`config.mk`:
```
export PLATFORM = sky130hd
export DESIGN_NAME = team_06_sram_responder_flat
export DESIGN_NICKNAME = d
export VERILOG_FILES = /design/src/rtl/team_06_sram_responder_if.sv /design/src/rtl/team_06_sram_responder.sv /design/src/flat_wrapper.sv
export SDC_FILE = /design/constraint.sdc
export NUM_CORES = 1
export LEC_CHECK = 0
export BUFFER_PORTS_ARGS = -buffer_cell sky130_fd_sc_hd__buf_2
export CAP_MARGIN = 20
export CORE_ASPECT_RATIO = 1.75
export CORE_MARGIN = 5
export CORE_UTILIZATION = 30
export CTS_CLUSTER_SIZE = 24
export DETAILED_ROUTE_END_ITERATION = 12
export MAX_ROUTING_LAYER = met4
export PLACE_DENSITY = 0.53
export SKIP_CTS_REPAIR_TIMING = 1
export SLEW_MARGIN = 20
export SYNTH_ARGS = -nofsm -noshare
export SYNTH_HDL_FRONTEND = slang
export SYNTH_SLANG_ARGS = --single-unit
```
`constraint.sdc`:
```
create_clock -name clk -period 2.1 [get_ports clk]
set_input_delay 0.63 -clock clk [delete_from_list [all_inputs] [get_ports clk]]
set_output_delay 0.63 -clock clk [all_outputs]
set_load 0.01 [all_outputs]
```
`src/rtl/team_06_sram_responder_if.sv`:
```
// Client request and Wishbone-classic signal bundle for the team_06 SRAM responder.
// The master modport is the responder; the slave modport is the client plus SRAM side.
interface team_06_sram_responder_if;
  logic        read;
  logic        write;
  logic [31:0] addressIn;
  logic [31:0] busAudioWrite;
  logic [3:0]  select;
  logic        busySRAM;
  logic [31:0] busAudioRead;
  logic        errSticky;
  logic        clrErr;
  logic [31:0] ADR_O;
  logic [31:0] DAT_O;
  logic [31:0] DAT_I;
  logic [3:0]  SEL_O;
  logic        WE_O;
  logic        STB_O;
  logic        CYC_O;
  logic        ACK_I;

  modport master (
    input  read, write, addressIn, busAudioWrite, select, clrErr, DAT_I, ACK_I,
    output busySRAM, busAudioRead, errSticky, ADR_O, DAT_O, SEL_O, WE_O, STB_O, CYC_O
  );

  modport slave (
    output read, write, addressIn, busAudioWrite, select, clrErr, DAT_I, ACK_I,
    input  busySRAM, busAudioRead, errSticky, ADR_O, DAT_O, SEL_O, WE_O, STB_O, CYC_O
  );
endinterface

```
`src/rtl/team_06_sram_responder.sv`:
```
// Serves single-word client read/write requests as Wishbone-classic cycles into the
// SRAM window, with an address-window check and a bounded wait for ACK_I.
module team_06_sram_responder #(
  parameter logic [31:0] BASE_ADDR      = 32'h3300_0000,
  parameter int unsigned WINDOW_BYTES   = 8192,
  parameter int unsigned TIMEOUT_CYCLES = 64,
  parameter logic [31:0] ERR_DATA       = 32'hDEAD_BEEF
) (
  input  logic                      clk,
  input  logic                      rst,
  team_06_sram_responder_if.master  bus
);

  localparam int DATA_W = 32;
  localparam int SEL_W  = DATA_W / 8;
  localparam int CNT_W  = (TIMEOUT_CYCLES > 1) ? $clog2(TIMEOUT_CYCLES) : 1;
  localparam logic [CNT_W-1:0]  CNT_LAST = CNT_W'(TIMEOUT_CYCLES - 1);
  localparam logic [DATA_W-1:0] LAST_OFF = DATA_W'(WINDOW_BYTES - 4);

  typedef enum logic [1:0] {
    IDLE = 2'd0,
    BUS  = 2'd1,
    DONE = 2'd2
  } state_t;

  state_t state, state_nxt;

  logic [CNT_W-1:0]  cnt;
  logic [DATA_W-1:0] adr_q;
  logic [DATA_W-1:0] dat_q;
  logic [SEL_W-1:0]  sel_q;
  logic              we_q;

  logic [DATA_W-1:0] rd_q;
  logic              err_q;
  logic [DATA_W-1:0] adr_o;
  logic [DATA_W-1:0] dat_o;
  logic [SEL_W-1:0]  sel_o;
  logic              we_o;
  logic              cyc_o;
  logic              stb_o;

  logic req, start, start_ok, start_err, ack_hit, expire;
  logic busy, err_set, rd_err, rd_dat;

  // Word-aligned and inside [BASE_ADDR, BASE_ADDR + WINDOW_BYTES - 4].
  function automatic logic addr_ok(input logic [DATA_W-1:0] a);
    logic [DATA_W-1:0] off;
    off = a - BASE_ADDR;
    return (a >= BASE_ADDR) && (off <= LAST_OFF) && (a[1:0] == 2'b00);
  endfunction

  always_comb begin
    req       = bus.read | bus.write;
    start     = (state == IDLE) && req;
    start_ok  = start && addr_ok(bus.addressIn);
    start_err = start && !addr_ok(bus.addressIn);
    ack_hit   = (state == BUS) && bus.ACK_I;
    expire    = (state == BUS) && !bus.ACK_I && (cnt == CNT_LAST);
  end

  always_ff @(posedge clk or negedge rst) begin
    if (!rst) begin
      state <= IDLE;
    end else begin
      state <= state_nxt;
    end
  end

  always_comb begin
    state_nxt = state;
    case (state)
      IDLE: begin
        if (start_ok) begin
          state_nxt = BUS;
        end else if (start_err) begin
          state_nxt = DONE;
        end
      end
      BUS: begin
        if (ack_hit || expire) begin
          state_nxt = DONE;
        end
      end
      DONE:    state_nxt = IDLE;
      default: state_nxt = IDLE;
    endcase
  end

  // Busy must show in the same cycle the request is raised; it is forced low while in reset.
  always_comb begin
    busy    = 1'b0;
    err_set = 1'b0;
    rd_err  = 1'b0;
    rd_dat  = 1'b0;
    case (state)
      IDLE: begin
        busy    = req;
        err_set = start_err;
        rd_err  = start_err && !bus.write;
      end
      BUS: begin
        busy    = 1'b1;
        err_set = expire;
        rd_err  = expire && !we_q;
        rd_dat  = ack_hit && !we_q;
      end
      default: begin
        busy = 1'b0;
      end
    endcase
    busy = busy & rst;
  end

  always_ff @(posedge clk or negedge rst) begin
    if (!rst) begin
      cnt   <= '0;
      adr_q <= '0;
      dat_q <= '0;
      sel_q <= '0;
      we_q  <= 1'b0;
      rd_q  <= '0;
      err_q <= 1'b0;
      adr_o <= '0;
      dat_o <= '0;
      sel_o <= '0;
      we_o  <= 1'b0;
      cyc_o <= 1'b0;
      stb_o <= 1'b0;
    end else begin
      if (start) begin
        adr_q <= bus.addressIn;
        dat_q <= bus.busAudioWrite;
        sel_q <= bus.select;
        we_q  <= bus.write;
      end

      if (start_ok) begin
        cnt   <= '0;
        adr_o <= bus.addressIn;
        dat_o <= bus.busAudioWrite;
        sel_o <= bus.select;
        we_o  <= bus.write;
        cyc_o <= 1'b1;
        stb_o <= 1'b1;
      end else if (state == BUS) begin
        if (ack_hit || expire) begin
          cyc_o <= 1'b0;
          stb_o <= 1'b0;
          we_o  <= 1'b0;
          sel_o <= '0;
        end else begin
          cnt   <= cnt + 1'b1;
          adr_o <= adr_q;
          dat_o <= dat_q;
          sel_o <= sel_q;
          we_o  <= we_q;
        end
      end

      if (rd_dat) begin
        rd_q <= bus.DAT_I;
      end else if (rd_err) begin
        rd_q <= ERR_DATA;
      end

      // A new error in the same cycle as a clear leaves the flag set.
      if (err_set) begin
        err_q <= 1'b1;
      end else if (bus.clrErr) begin
        err_q <= 1'b0;
      end
    end
  end

  assign bus.busySRAM     = busy;
  assign bus.busAudioRead = rd_q;
  assign bus.errSticky    = err_q;
  assign bus.ADR_O        = adr_o;
  assign bus.DAT_O        = dat_o;
  assign bus.SEL_O        = sel_o;
  assign bus.WE_O         = we_o;
  assign bus.CYC_O        = cyc_o;
  assign bus.STB_O        = stb_o;

endmodule

```
`src/flat_wrapper.sv`:
```
// flat-port wrapper written by rule: the top's interface ports become plain ports
module team_06_sram_responder_flat 
#(
  parameter logic [31:0] BASE_ADDR      = 32'h3300_0000,
  parameter int unsigned WINDOW_BYTES   = 8192,
  parameter int unsigned TIMEOUT_CYCLES = 64,
  parameter logic [31:0] ERR_DATA       = 32'hDEAD_BEEF
)
  (clk, rst, bus_read, bus_write, bus_addressIn, bus_busAudioWrite, bus_select, bus_clrErr, bus_DAT_I, bus_ACK_I, bus_busySRAM, bus_busAudioRead, bus_errSticky, bus_ADR_O, bus_DAT_O, bus_SEL_O, bus_WE_O, bus_STB_O, bus_CYC_O);
  team_06_sram_responder_if bus_i ();
  input  logic clk;
  input  logic rst;
  input wire logic [$bits(bus_i.read)-1:0] bus_read;
  input wire logic [$bits(bus_i.write)-1:0] bus_write;
  input wire logic [$bits(bus_i.addressIn)-1:0] bus_addressIn;
  input wire logic [$bits(bus_i.busAudioWrite)-1:0] bus_busAudioWrite;
  input wire logic [$bits(bus_i.select)-1:0] bus_select;
  input wire logic [$bits(bus_i.clrErr)-1:0] bus_clrErr;
  input wire logic [$bits(bus_i.DAT_I)-1:0] bus_DAT_I;
  input wire logic [$bits(bus_i.ACK_I)-1:0] bus_ACK_I;
  output wire logic [$bits(bus_i.busySRAM)-1:0] bus_busySRAM;
  output wire logic [$bits(bus_i.busAudioRead)-1:0] bus_busAudioRead;
  output wire logic [$bits(bus_i.errSticky)-1:0] bus_errSticky;
  output wire logic [$bits(bus_i.ADR_O)-1:0] bus_ADR_O;
  output wire logic [$bits(bus_i.DAT_O)-1:0] bus_DAT_O;
  output wire logic [$bits(bus_i.SEL_O)-1:0] bus_SEL_O;
  output wire logic [$bits(bus_i.WE_O)-1:0] bus_WE_O;
  output wire logic [$bits(bus_i.STB_O)-1:0] bus_STB_O;
  output wire logic [$bits(bus_i.CYC_O)-1:0] bus_CYC_O;
  assign bus_i.read = bus_read;
  assign bus_i.write = bus_write;
  assign bus_i.addressIn = bus_addressIn;
  assign bus_i.busAudioWrite = bus_busAudioWrite;
  assign bus_i.select = bus_select;
  assign bus_i.clrErr = bus_clrErr;
  assign bus_i.DAT_I = bus_DAT_I;
  assign bus_i.ACK_I = bus_ACK_I;
  assign bus_busySRAM = bus_i.busySRAM;
  assign bus_busAudioRead = bus_i.busAudioRead;
  assign bus_errSticky = bus_i.errSticky;
  assign bus_ADR_O = bus_i.ADR_O;
  assign bus_DAT_O = bus_i.DAT_O;
  assign bus_SEL_O = bus_i.SEL_O;
  assign bus_WE_O = bus_i.WE_O;
  assign bus_STB_O = bus_i.STB_O;
  assign bus_CYC_O = bus_i.CYC_O;
  team_06_sram_responder #(.BASE_ADDR(BASE_ADDR), .WINDOW_BYTES(WINDOW_BYTES), .TIMEOUT_CYCLES(TIMEOUT_CYCLES), .ERR_DATA(ERR_DATA)) u_core (.clk(clk), .rst(rst), .bus(bus_i));
endmodule
```
# Yosys cells after proc, flatten, opt, wreduce, memory -nomap -nowiden
# Index checks and enable logic that the tools add are counted.
# op_classes
n_mux,30
eq_ne,5
addsub,2
reduce_logical,25
n_lt_le_gt_ge,2
bitwise,2
# ops
op,n
$mux W32,8
$ge A32 B30 Y1 const B,1
$le A32 B13 Y1 const B,1
$sub A32 B30 Y32 const B,1
$mux W6,3
$mux W4,3
$logic_and A1 B1 Y1,11
$mux W1,9
$reduce_bool A2 Y1,4
$add A6 B1 Y6 const B,1
$eq A6 B6 Y1 const B,1
$mux W2,3
$pmux W1 S2,3
$reduce_and A2 Y1,3
$logic_not A1 Y1,4
$logic_not A2 Y1,2
$pmux W2 S2,1
$ne A3 B1 Y1 const B,1
$eq A2 B1 Y1 const B,1
$ne A2 B1 Y1 const B,1
$ne A2 B2 Y1 const B,1
$and A1 B1 Y1,1
$logic_or A1 B1 Y1,1
$or A1 B1 Y1,1
# totals
ff_bits,180
output_inout_bits,105
wordCells,79
inputBits,106

# Longest topological paths before layout
# Gate-level depths: netlist (run 1).
# logic_depth
depth_word,10
ltp_mapped,7
mapped_depth_nobuf,5

# Worst setup path before layout (run 1)
# OpenSTA, ideal clock, no wires.
# synth_timing
path_kind,in2reg
from,in bus_addressIn[18]
to,reg u_core.dat_o[3] (netlist: u_core.bus.DAT_O[3])
cell_stages,7
n_path_buf,3
required_time_ns,2.023
slack_ns,0.001
arrival_time_ns,2.021
setup_ns,0.077
cell_sequence,nor4_1 -> nand4_1 -> or4_1 -> clkbuf_1 -> buf_6 -> buf_6 -> a21oi_1
# synth_via
elab_chain_cells,7
word_cells_on_any_way,10
cone_classes,add/sub: 1; order compare: 2; eq/ne: 1; mux: 1; reduce/logical: 5
# synth_rtl
element,line,source
from (decl),flat_wrapper.sv:15,input wire logic [$bits(bus_i.addressIn)-1:0] bus_addressIn;
$sub A32 B30 Y32,team_06_sram_responder.sv:49,off = a - BASE_ADDR;
$le A32 B13 Y1,team_06_sram_responder.sv:50,return (a >= BASE_ADDR) && (off <= LAST_OFF) && (a[1:0] == 2'b00);
$logic_and A1 B1 Y1 * (2 in series),team_06_sram_responder.sv:50,
$logic_and A1 B1 Y1 *,team_06_sram_responder.sv:56,start_ok = start && addr_ok(bus.addressIn);
$ne A2 B1 Y1 (no line) / $reduce_bool A2 Y1 (equally long branches),n/a,
$reduce_and A2 Y1 (no line),n/a,
to (signal assigned),team_06_sram_responder.sv:141,dat_o <= bus.busAudioWrite;
to (signal assigned),team_06_sram_responder.sv:155,dat_o <= dat_q;
to (decl),team_06_sram_responder.sv:37,logic [DATA_W-1:0] dat_o;
# Every way passes the cells marked *; elsewhere a longest branch is shown, timed or not.
# A chain may end at the register's enable or synchronous reset.

# Final worst setup path (run 1)
# layout_timing
from,in bus_addressIn[18]
to,reg u_core.dat_o[18] (netlist: u_core.bus.DAT_O[18])
# Same word-level chain as after synthesis.

==> impl_metrics.ini, run 1 <==
[synthesis]
synth_warnings = 0
synth_nets = 865
async_flop_share_pct = 100
ys_ff_latch = 180
synthCells = 758
ys_seq_area_share_pct = 59.4
syn_avg_cell_area_um2 = 10.0
synth_edf_count = 0
netlist_area_um2 = 7590
ys_types = 48
synth_flop_cell = dfrtp_1

[setup_path]
crit_fanout = 31
reg2reg_slack_ps = 190
rr_startpoint = u_core.state[1]$_DFFE_PN0P_
r2r_end = u_core.bus.DAT_O[18]$_DFFE_PN0P_
setup.worst_path.class = primary input to flop
worstSetupEndpointType = flop
worstPathArrival_ps = 2380
reg2reg_depth = 5
crit_path_start_kind = primary input
worstPathRequired_ps = 2470

[die]
die-area_um2 = 28700
die_w_um = 130
initial_core_util_pct = 30.2
rows = 77
core_area_um2 = 25100
dieHeight_um = 220
pin_count = 211

[run_status]
outcome = finished, final reports clean

[cells_and_area]
area_growth_pct = 30.6
insertedDiodeCount = 0
fin_nets = 1083
drive_above_1_share_pct = 30.5
fin_area_um2 = 9910

[power]
p_leak_nw = 5.18
switching_share_pct = 24.8
p_clk_share_pct = 42.0
p_switching_mw = 1.94
p_comb_share_pct = 8.9
ir_worst_vdd_uv = 534
seq_power_share_pct = 49.1
power_density_nw_per_um2 = 788
p_int_mw = 5.87

[placement]
place.gp.congestion = 0.749
port_buffers = 210
placed_area_um2 = 9310
dpl.hpwl_um = 15500

[clock_tree]
cts_made_buffers = 17
cts_tree = yes
cts-root-buf = clkbuf_16
htreeDepth = 4
insertion_delay_ps = 450
clockBufferDepth = 2
cts.sinks = 180
cts.clk_slew.worst_paths_ps = 60

[global_routing]
grt_max_degree = 93
grt_pass1_wl_um = 35600
overflow = 0
grt_usage_pct = 16.6
antenna_found_initial = 0
grt_pass1_vias = 6595

[sta]
slew_headroom_pct = 65.3
fin_crit_sh_pct = 95.8
hold_viol = 0
period_minus_slack_ps = 2010
timing.hold.ws_ps = 121
setup_violations = 0
rsz0062_at_grt = false
max_freq_mhz = 497
fin_skew_ps = 8.00
tightest_slew_ps = 521
report.final.slew_viol_count = 0

[detailed_routing]
drcViolationCount = 0
drt_iter0_drc = 321
firstDrtPassIters = 4
via_per_inst = 4.86
wl_per_cell_um = 17.3
drtAntennaViolNets = 0
via_count = 6336
routed_wl_um = 22600

[flow_run]
drv_cap = 0

[worst_hold_path]
hold_class = primary input to asynchronous set/reset pin
==> metrics by stage <==
step           total power [mW]  util [%]  setup slack [ps]  TNS (ps)  instances
2_1_floorplan              4.22         -              1.15         0        758
3_3_place_gp               4.60      37.0              -364    -24940       1273
3_5_place_dp               4.61      37.0              -370    -22940       1273
4_1_cts                    7.94      39.4             -14.0     -14.0       1304
5_1_grt                    8.21      39.4              13.3         0       1304
6_report                   7.81      39.4              87.3         0       1304
==> worst max-delay path by stage <==
stage,startpoint,to,slack [ps],depth (start not counted)
4_1_cts,u_core.state[0]$_DFFE_PN0P_,bus_busySRAM,-10,3
5_1_grt,bus_addressIn[18],u_core.bus.DAT_O[11]$_DFFE_PN0P_,10,7
3_5_place_dp,bus_addressIn[18],u_core.bus.DAT_O[30]$_DFFE_PN0P_,-370,7
6_report,bus_addressIn[18],u_core.bus.DAT_O[18]$_DFFE_PN0P_,90,7
2_1_floorplan,bus_addressIn[18],u_core.bus.DAT_O[3]$_DFFE_PN0P_,1,7
3_3_place_gp,bus_addressIn[18],u_core.bus.DAT_O[17]$_DFFE_PN0P_,-360,7
==> synth_stat cells, types with 2 or more instances <==
| cell | number | share of area (%) |
|---|---|---|
| buf_2 | 5 | 0.33 |
| o211ai_1 | 4 | 0.40 |
| a21oi_1 | 52 | 3.4 |
| or4_1 | 2 | 0.20 |
| o21ai_1 | 3 | 0.20 |
| a32o_1 | 8 | 1.1 |
| dfrtp_1 | 180 | 59 |
| a31oi_1 | 4 | 0.33 |
| nand2_1 | 260 | 13 |
| and4_1 | 3 | 0.35 |
| and2_1 | 2 | 0.16 |
| clkbuf_1 | 50 | 2.5 |
| o21ai_0 | 13 | 0.86 |
| nand2b_1 | 2 | 0.16 |
| nor3_1 | 2 | 0.13 |
| nand3_1 | 6 | 0.40 |
| and3b_1 | 2 | 0.23 |
| inv_1 | 7 | 0.35 |
| nor2b_1 | 2 | 0.16 |
| nand4_1 | 9 | 0.74 |
| nor4_1 | 45 | 3.7 |
| nor4_2 | 2 | 0.33 |
| o32a_1 | 24 | 3.2 |
| nor2_1 | 4 | 0.20 |
| mux2i_1 | 43 | 5.7 |
| buf_6 | 2 | 0.30 |
==> cells by family (layout without fill, tap and decap cells) <==
kind of cell / count (synthesis) / in the layout / synth area share (%)
flops: 180 / 180 / 59.4
simple gates: 348 / 348 / 20.4
fa+ha+maj: 1 / 1 / 0.165
xor+xnor: 1 / 1 / 0.115
compound gates: 119 / 119 / 10.7
buf+inv: 66 / 296 / 3.59
mux: 43 / 43 / 5.67
==> flip-flops by register name (all words and copies together) (netlist names) <==
signal,count
u_core.bus.DAT_O,32
u_core.cnt,6
u_core.bus.busAudioRead,32
u_core.adr_q,32
u_core.bus.ADR_O,32
u_core.state,2
u_core.bus.SEL_O,4
u_core.we_q,1
u_core.dat_q,32
u_core.bus.errSticky,1
u_core.sel_q,4
u_core.bus.WE_O,1
u_core.bus.CYC_O,1
==> metal layers <==
| metal | global-route usage (%) | vias to the layer above | wire length [um] | share of wire [%] |
|---|---|---|---|---|
| met1 | 18.5 | 3065 | 8750 | 39 |
| met5 | - | - | 0 | 0 |
| met3 | 2.97 | 33 | 1110 | 4.9 |
| met4 | 7.18 | 0 | 590 | 2.6 |
| met2 | 29.0 | 163 | 12200 | 54 |
| li1 | - | 3075 | - | - |
==> cell usage in the layout, fill, tap and decap left out, types with 3 or more instances in the layout <==
cell type,count
a21oi_1,52
a31oi_1,4
a32o_1,8
and4_1,3
buf_12,9
buf_2,209
buf_4,39
clkbuf_16,17
clkbuf_8,6
clkinvlp_4,3
dfrtp_1,180
inv_1,7
mux2i_1,43
nand2_1,260
nand3_1,5
nand4_1,9
nor2_1,4
nor4_1,44
nor4_2,3
o211ai_1,4
o21ai_0,13
o32a_1,24
==> power by group through the flow <==
stage / clock network [mW] / logic, mW / registers, mW
finish: 3.28 / 0.698 / 3.83
global route: 3.54 / 0.806 / 3.86
CTS: 3.39 / 0.717 / 3.83
detailed placement: 0 / 0.713 / 3.90
global placement: 0 / 0.704 / 3.89
floorplan: 0 / 0.358 / 3.86
==> layout make-up <==
| cell class | instances | area, um^2 |
|---|---|---|
| Fill cell | 2591 | 15200 |
| Sequential cell | 180 | 4500 |
| Multi-Input combinational cell | 512 | 2850 |
| Timing Repair Buffer | 258 | 1530 |
| Clock buffer | 24 | 502 |
| Tap cell | 316 | 395 |
| Clock inverter | 7 | 96.3 |
| Inverter | 7 | 26.3 |
==> critical path, stage by stage <==
cell	delay [ps]
buf_2	100
nor4_1	300
buf_4	190
nand4_1	110
or4_2	650
buf_12	220
a21oi_1	140
(Power assumes the default switching activity.)
==> run 2: changes to the inputs <==
CTS_BUF_LIST = sky130_fd_sc_hd__clkbuf_4 sky130_fd_sc_hd__clkbuf_8   (was not set)
==> run 2 against run 1 <==
Net effect: total power down 10%; combinational power barely moved; setup slack improved by 21 ps; first-iteration DRC count shrank 3.7%; sequential share of layout area rose by 0.84 points; clock skew up 7.7 ps; sequential power about the same; count of clock-buffer cells in the layout did not move; cell area fell by 1.8%; global-route usage is 0.078 points lower; critical path depth is 5 lower; non-clock buffer count is the same; largest cell class unchanged; highest routed layer unchanged.
==> impl_metrics.ini, run 2 (synthesis gave the netlist of run 1 again) <==
[run_status]
outcome = finished, final reports clean

[detailed_routing]
routed_wl_um = 22600
via_count = 6346
drtAntennaViolNets = 0
drt_iter0_drc = 309
firstDrtPassIters = 6
drcViolationCount = 0
wl_per_cell_um = 17.4
via_per_inst = 4.87

[sta]
hold_viol = 0
fin_crit_sh_pct = 94.8
fin_skew_ps = 15.7
period_minus_slack_ps = 1990
slew_headroom_pct = 65.1
rsz0062_at_grt = false
setup_violations = 0
report.final.slew_viol_count = 0
tightest_slew_ps = 524
max_freq_mhz = 502

[flow_run]
drv_cap = 0

[global_routing]
grt_pass1_vias = 6563
grt_use_met1_pct = 18.4
grt_max_degree = 93
antenna_found_initial = 0
grt_use_met2_pct = 29.0
use_met3_pct = 2.58
grt_usage_pct = 16.6
overflow = 0
grt_pass1_wl_um = 35500
grt-busiest-layer = met2

[placement]
port_buffers = 210
place.gp.congestion = 0.749
dpl.cell_count = 1273
dpl.hpwl_um = 15500
placed_area_um2 = 9310

[cells_and_area]
final_cell_mix = nand2_1 (260), buf_2 (209), dfrtp_1 (179)
fin_nets = 1083
drive_above_1_share_pct = 30.9
final-instance-count-excl-fill = 1304
fin_area_um2 = 9730
insertedDiodeCount = 0
area_growth_pct = 28.2
final_common_cell = nand2_1

[worst_hold_path]
hold_class = primary input to asynchronous set/reset pin

[clock_tree]
cts_made_buffers = 17
htreeDepth = 4
cts_tree = yes
insertion_delay_ps = 490
cts.sinks = 180
cts.clk_slew.worst_paths_ps = 100
cts-root-buf = clkbuf_8
clockBufferDepth = 2

[die]
die-area_um2 = 28700
core_area_um2 = 25100
dieHeight_um = 220
initial_core_util_pct = 30.2
die_w_um = 130
rows = 77
pin_count = 211

[power]
power_mw = 7.03
p_leak_nw = 5.10
ir_worst_vdd_uv = 555
power_density_nw_per_um2 = 723

[setup_path]
worstSetupEndpointType = output pin
slowest_delay_ps = 470
worstPathArrival_ps = 1360
setup.worst_path.class = flop to output pin
path_cells = nor3b_2 -> buf_2
reg2reg_slack_ps = 180
crit_path_start_kind = flop
crit_family = flip-flops
worstPathRequired_ps = 1470
crit_fanout = 6
cp_num_buf_inv = 1
critPathSlowestCell = dfrtp_1
run 2: path summary, 6_finish.rpt:
| check | from | endpoint | cells past startpoint |
|---|---|---|---|
| max in group asynchronous | rst | u_core.dat_q[4]$_DFFE_PN0P_ | 3 |
| hold reg to reg | u_core.dat_q[25]$_DFFE_PN0P_ | u_core.dat_q[25]$_DFFE_PN0P_ | 2 |
| setup reg to reg | u_core.state[1]$_DFFE_PN0P_ | u_core.bus.DAT_O[18]$_DFFE_PN0P_ | 5 |
| setup / recovery | u_core.state[1]$_DFFE_PN0P_ | bus_busySRAM | 2 |
| min in group clk | bus_busAudioWrite[15] | u_core.dat_q[15]$_DFFE_PN0P_ | 3 |
| hold / removal | rst | u_core.bus.ADR_O[18]$_DFFE_PN0P_ | 2 |
run 2: worst reg2reg max path: cells and delay by family (launching register included):
kind | cells | cell delay (ps)
AOI/OAI and AO/OA | 2 | 240
buffers and inverters | 1 | 220
DFF | 1 | 470
and+or+nand+nor | 2 | 920
run 2: cell type report:
type,instances,area [um^2]
Clock buffer,24,318
Clock inverter,7,96.3
Fill cell,2611,15400
Inverter,7,26.3
Multi-Input combinational cell,512,2860
Sequential cell,180,4510
Tap cell,316,395
Timing Repair Buffer,258,1530
run 2: report_power, final:
group          switching [mW]  leakage, nW  internal [mW]
Combinational           0.438         2.66          0.262
Sequential              0.130         2.23           3.70
Clock                    1.27        0.204           1.24
Total                    1.84         5.10           5.20
run 2: metal layers:
layer	up-vias	part of all wire, %
li1	3069	-
met1	3077	39
met2	173	54
met3	27	4.7
met4	0	2.7
met5	-	0
run 2: metrics by stage:
stage / setup TNS [ps] / worst slack [ps] / hold slack, ps / util, %
2_1_floorplan: 0 / 1.15 / 334 / -
3_3_place_gp: -24940 / -364 / 457 / 37.0
3_5_place_dp: -22940 / -370 / 461 / 37.0
4_1_cts: -85.6 / -85.6 / 34.7 / 38.7
5_1_grt: 0 / 17.3 / 44.1 / 38.7
6_report: 0 / 109 / 77.9 / 38.7
==> run 3: changes to the inputs <==
GPL_TIMING_DRIVEN = 0   (was not set)
RECOVER_POWER = 100   (was not set)
==> run 3 against run 2 <==
Net effect: cell area is 0.14% higher; die area stayed put; register-to-register slack worse by 60 ps; non-clock buffer count is 18 higher; clock power is 9.6% higher; sequential power hardly changed; total power is 4.0% higher; global-route usage is 1.1 points higher; first-iteration DRC count is 29% higher; sequential share of layout area is 0.053 points lower; critical endpoint unchanged; largest power group unchanged.
==> impl_metrics.ini, run 3 (synthesis gave the netlist of run 1 again) <==
[detailed_routing]
drcViolationCount = 0
drtAntennaViolNets = 0
routed_wl_um = 24900
wl_per_cell_um = 18.8
firstDrtPassIters = 5
drt_iter0_drc = 400
via_per_inst = 4.88
via_count = 6447

[sta]
hold_viol = 0
fin_setup_tns_ps = 0
timing.hold.ws_ps = 88.4
fin_ws_ps = 85.9
setup_violations = 0
period_minus_slack_ps = 2010
tightest_slew_ps = 1350
fin_skew_ps = 14.1
slew_headroom_pct = 10.0
report.final.slew_viol_count = 0
fin_crit_sh_pct = 95.9
max_freq_mhz = 496

[cells_and_area]
final_cell_mix = nand2_1 (260), buf_2 (215), dfrtp_1 (178)
fillers = 2583
final_common_cell = nand2_1
fin_nets = 1101
final-instance-count-excl-fill = 1322
area_growth_pct = 28.4
drive_above_1_share_pct = 28.8
utilization_pct = 38.8

[die]
die_w_um = 130
core_area_um2 = 25100
dieHeight_um = 220
die-area_um2 = 28700
rows = 77
pin_count = 211
initial_core_util_pct = 30.2

[global_routing]
grt_max_degree = 94
grt_usage_pct = 17.6
overflow = 0
antenna_found_initial = 0
grt_pass1_wl_um = 36900
grt_pass1_vias = 6629

[placement]
dpl.hpwl_um = 18000
port_buffers = 209
place.gp.congestion = 0.790
pre_cts_slack_ps = -1060
dpl.cell_count = 1284

[clock_tree]
cts_made_buffers = 17
clockBufferDepth = 2
cts.sinks = 180
cts_tree = yes
cts.clk_slew.worst_paths_ps = 90
cts-root-buf = clkbuf_8
htreeDepth = 4
insertion_delay_ps = 500

[setup_path]
worstSetupEndpointType = output pin
setup.worst_path.class = primary input to output pin
worstPathRequired_ps = 1470
path_cells = clkbuf_1 -> nor3_2 -> nor3b_2 -> buf_2
slowest_delay_ps = 320
crit_path_start_kind = primary input
worstPathArrival_ps = 1380
crit_fanout = 7
critPathSlowestCell = clkbuf_1

[power]
p_leak_nw = 5.06
power_density_nw_per_um2 = 750
ir_worst_vdd_uv = 502

[flow_run]
drv_cap = 0

[worst_hold_path]
hold_class = primary input to asynchronous set/reset pin

[run_status]
outcome = finished, final reports clean
[run 3: changes by cell type in the layout (fill, tap and decap cells not counted), moves of 5 or more]
cell      delta
buf_4       -34
clkbuf_1    +31
clkbuf_2    +14
buf_12       -9
buf_2        +6
clkbuf_8     -5
[run 3: path summary, 6_finish.rpt]
| kind | from | slack (ps) | cells after the start | endpoint |
|---|---|---|---|---|
| setup / recovery | bus_write | 90 | 4 | bus_busySRAM |
| hold / removal | rst | 90 | 2 | u_core.bus.busAudioRead[12]$_DFFE_PN0P_ |
| setup reg to reg | u_core.state[0]$_DFFE_PN0P_ | 120 | 6 | u_core.adr_q[8]$_DFFE_PN0P_ |
| hold reg to reg | u_core.dat_q[4]$_DFFE_PN0P_ | 480 | 2 | u_core.dat_q[4]$_DFFE_PN0P_ |
| max in group asynchronous | rst | 280 | 2 | u_core.adr_q[8]$_DFFE_PN0P_ |
| min in group clk | bus_busAudioWrite[17] | 330 | 3 | u_core.dat_q[17]$_DFFE_PN0P_ |
[run 3: power breakdown]
part	internal (mW)	switching (mW)	total, mW	leakage (nW)
combinational	0.252	0.484	0.735	2.61
clock	1.47	1.27	2.74	0.222
sequential	3.70	0.133	3.83	2.23
total	5.42	1.89	7.31	5.06
[run 3: metal layers]
metal / share of wire (%) / wire length, um / global-route usage, % / up-vias
met5: 0 / 0 / - / -
met4: 3.3 / 819 / 8.91 / 0
met3: 5.7 / 1410 / 3.62 / 44
met2: 54 / 13400 / 30.6 / 195
met1: 37 / 9300 / 18.8 / 3096
li1: - / - / - / 3112
[run 3: final cells by class]
cell class              count  area, um^2  share of cell area (%)
diodes                      1        2.50                  0.0257
plain buffers              56         269                    2.76
clock buffers              21         270                    2.77
clock inverters             9         179                    1.84
inverters                   7        26.3                   0.270
multi-input cells         512        2910                    29.9
flip-flops and latches    180        4510                    46.2
well taps                 316         395                    4.06
repair buffers            220        1190                    12.2
[run 3: per-stage QoR]
stage | cell area (um^2) | total power [mW]
floorplan | 7590 | 4.22
global placement | 9030 | 4.59
detailed placement | 9070 | 4.61
CTS | 9520 | 7.37
global route | 9740 | 7.67
finish | 9750 | 7.31
[run 3: worst max-delay path: cells and delay by family]
kind	cells	cell delay (ps)
AND/OR/NAND/NOR	2	270
buffers and inverters	2	480
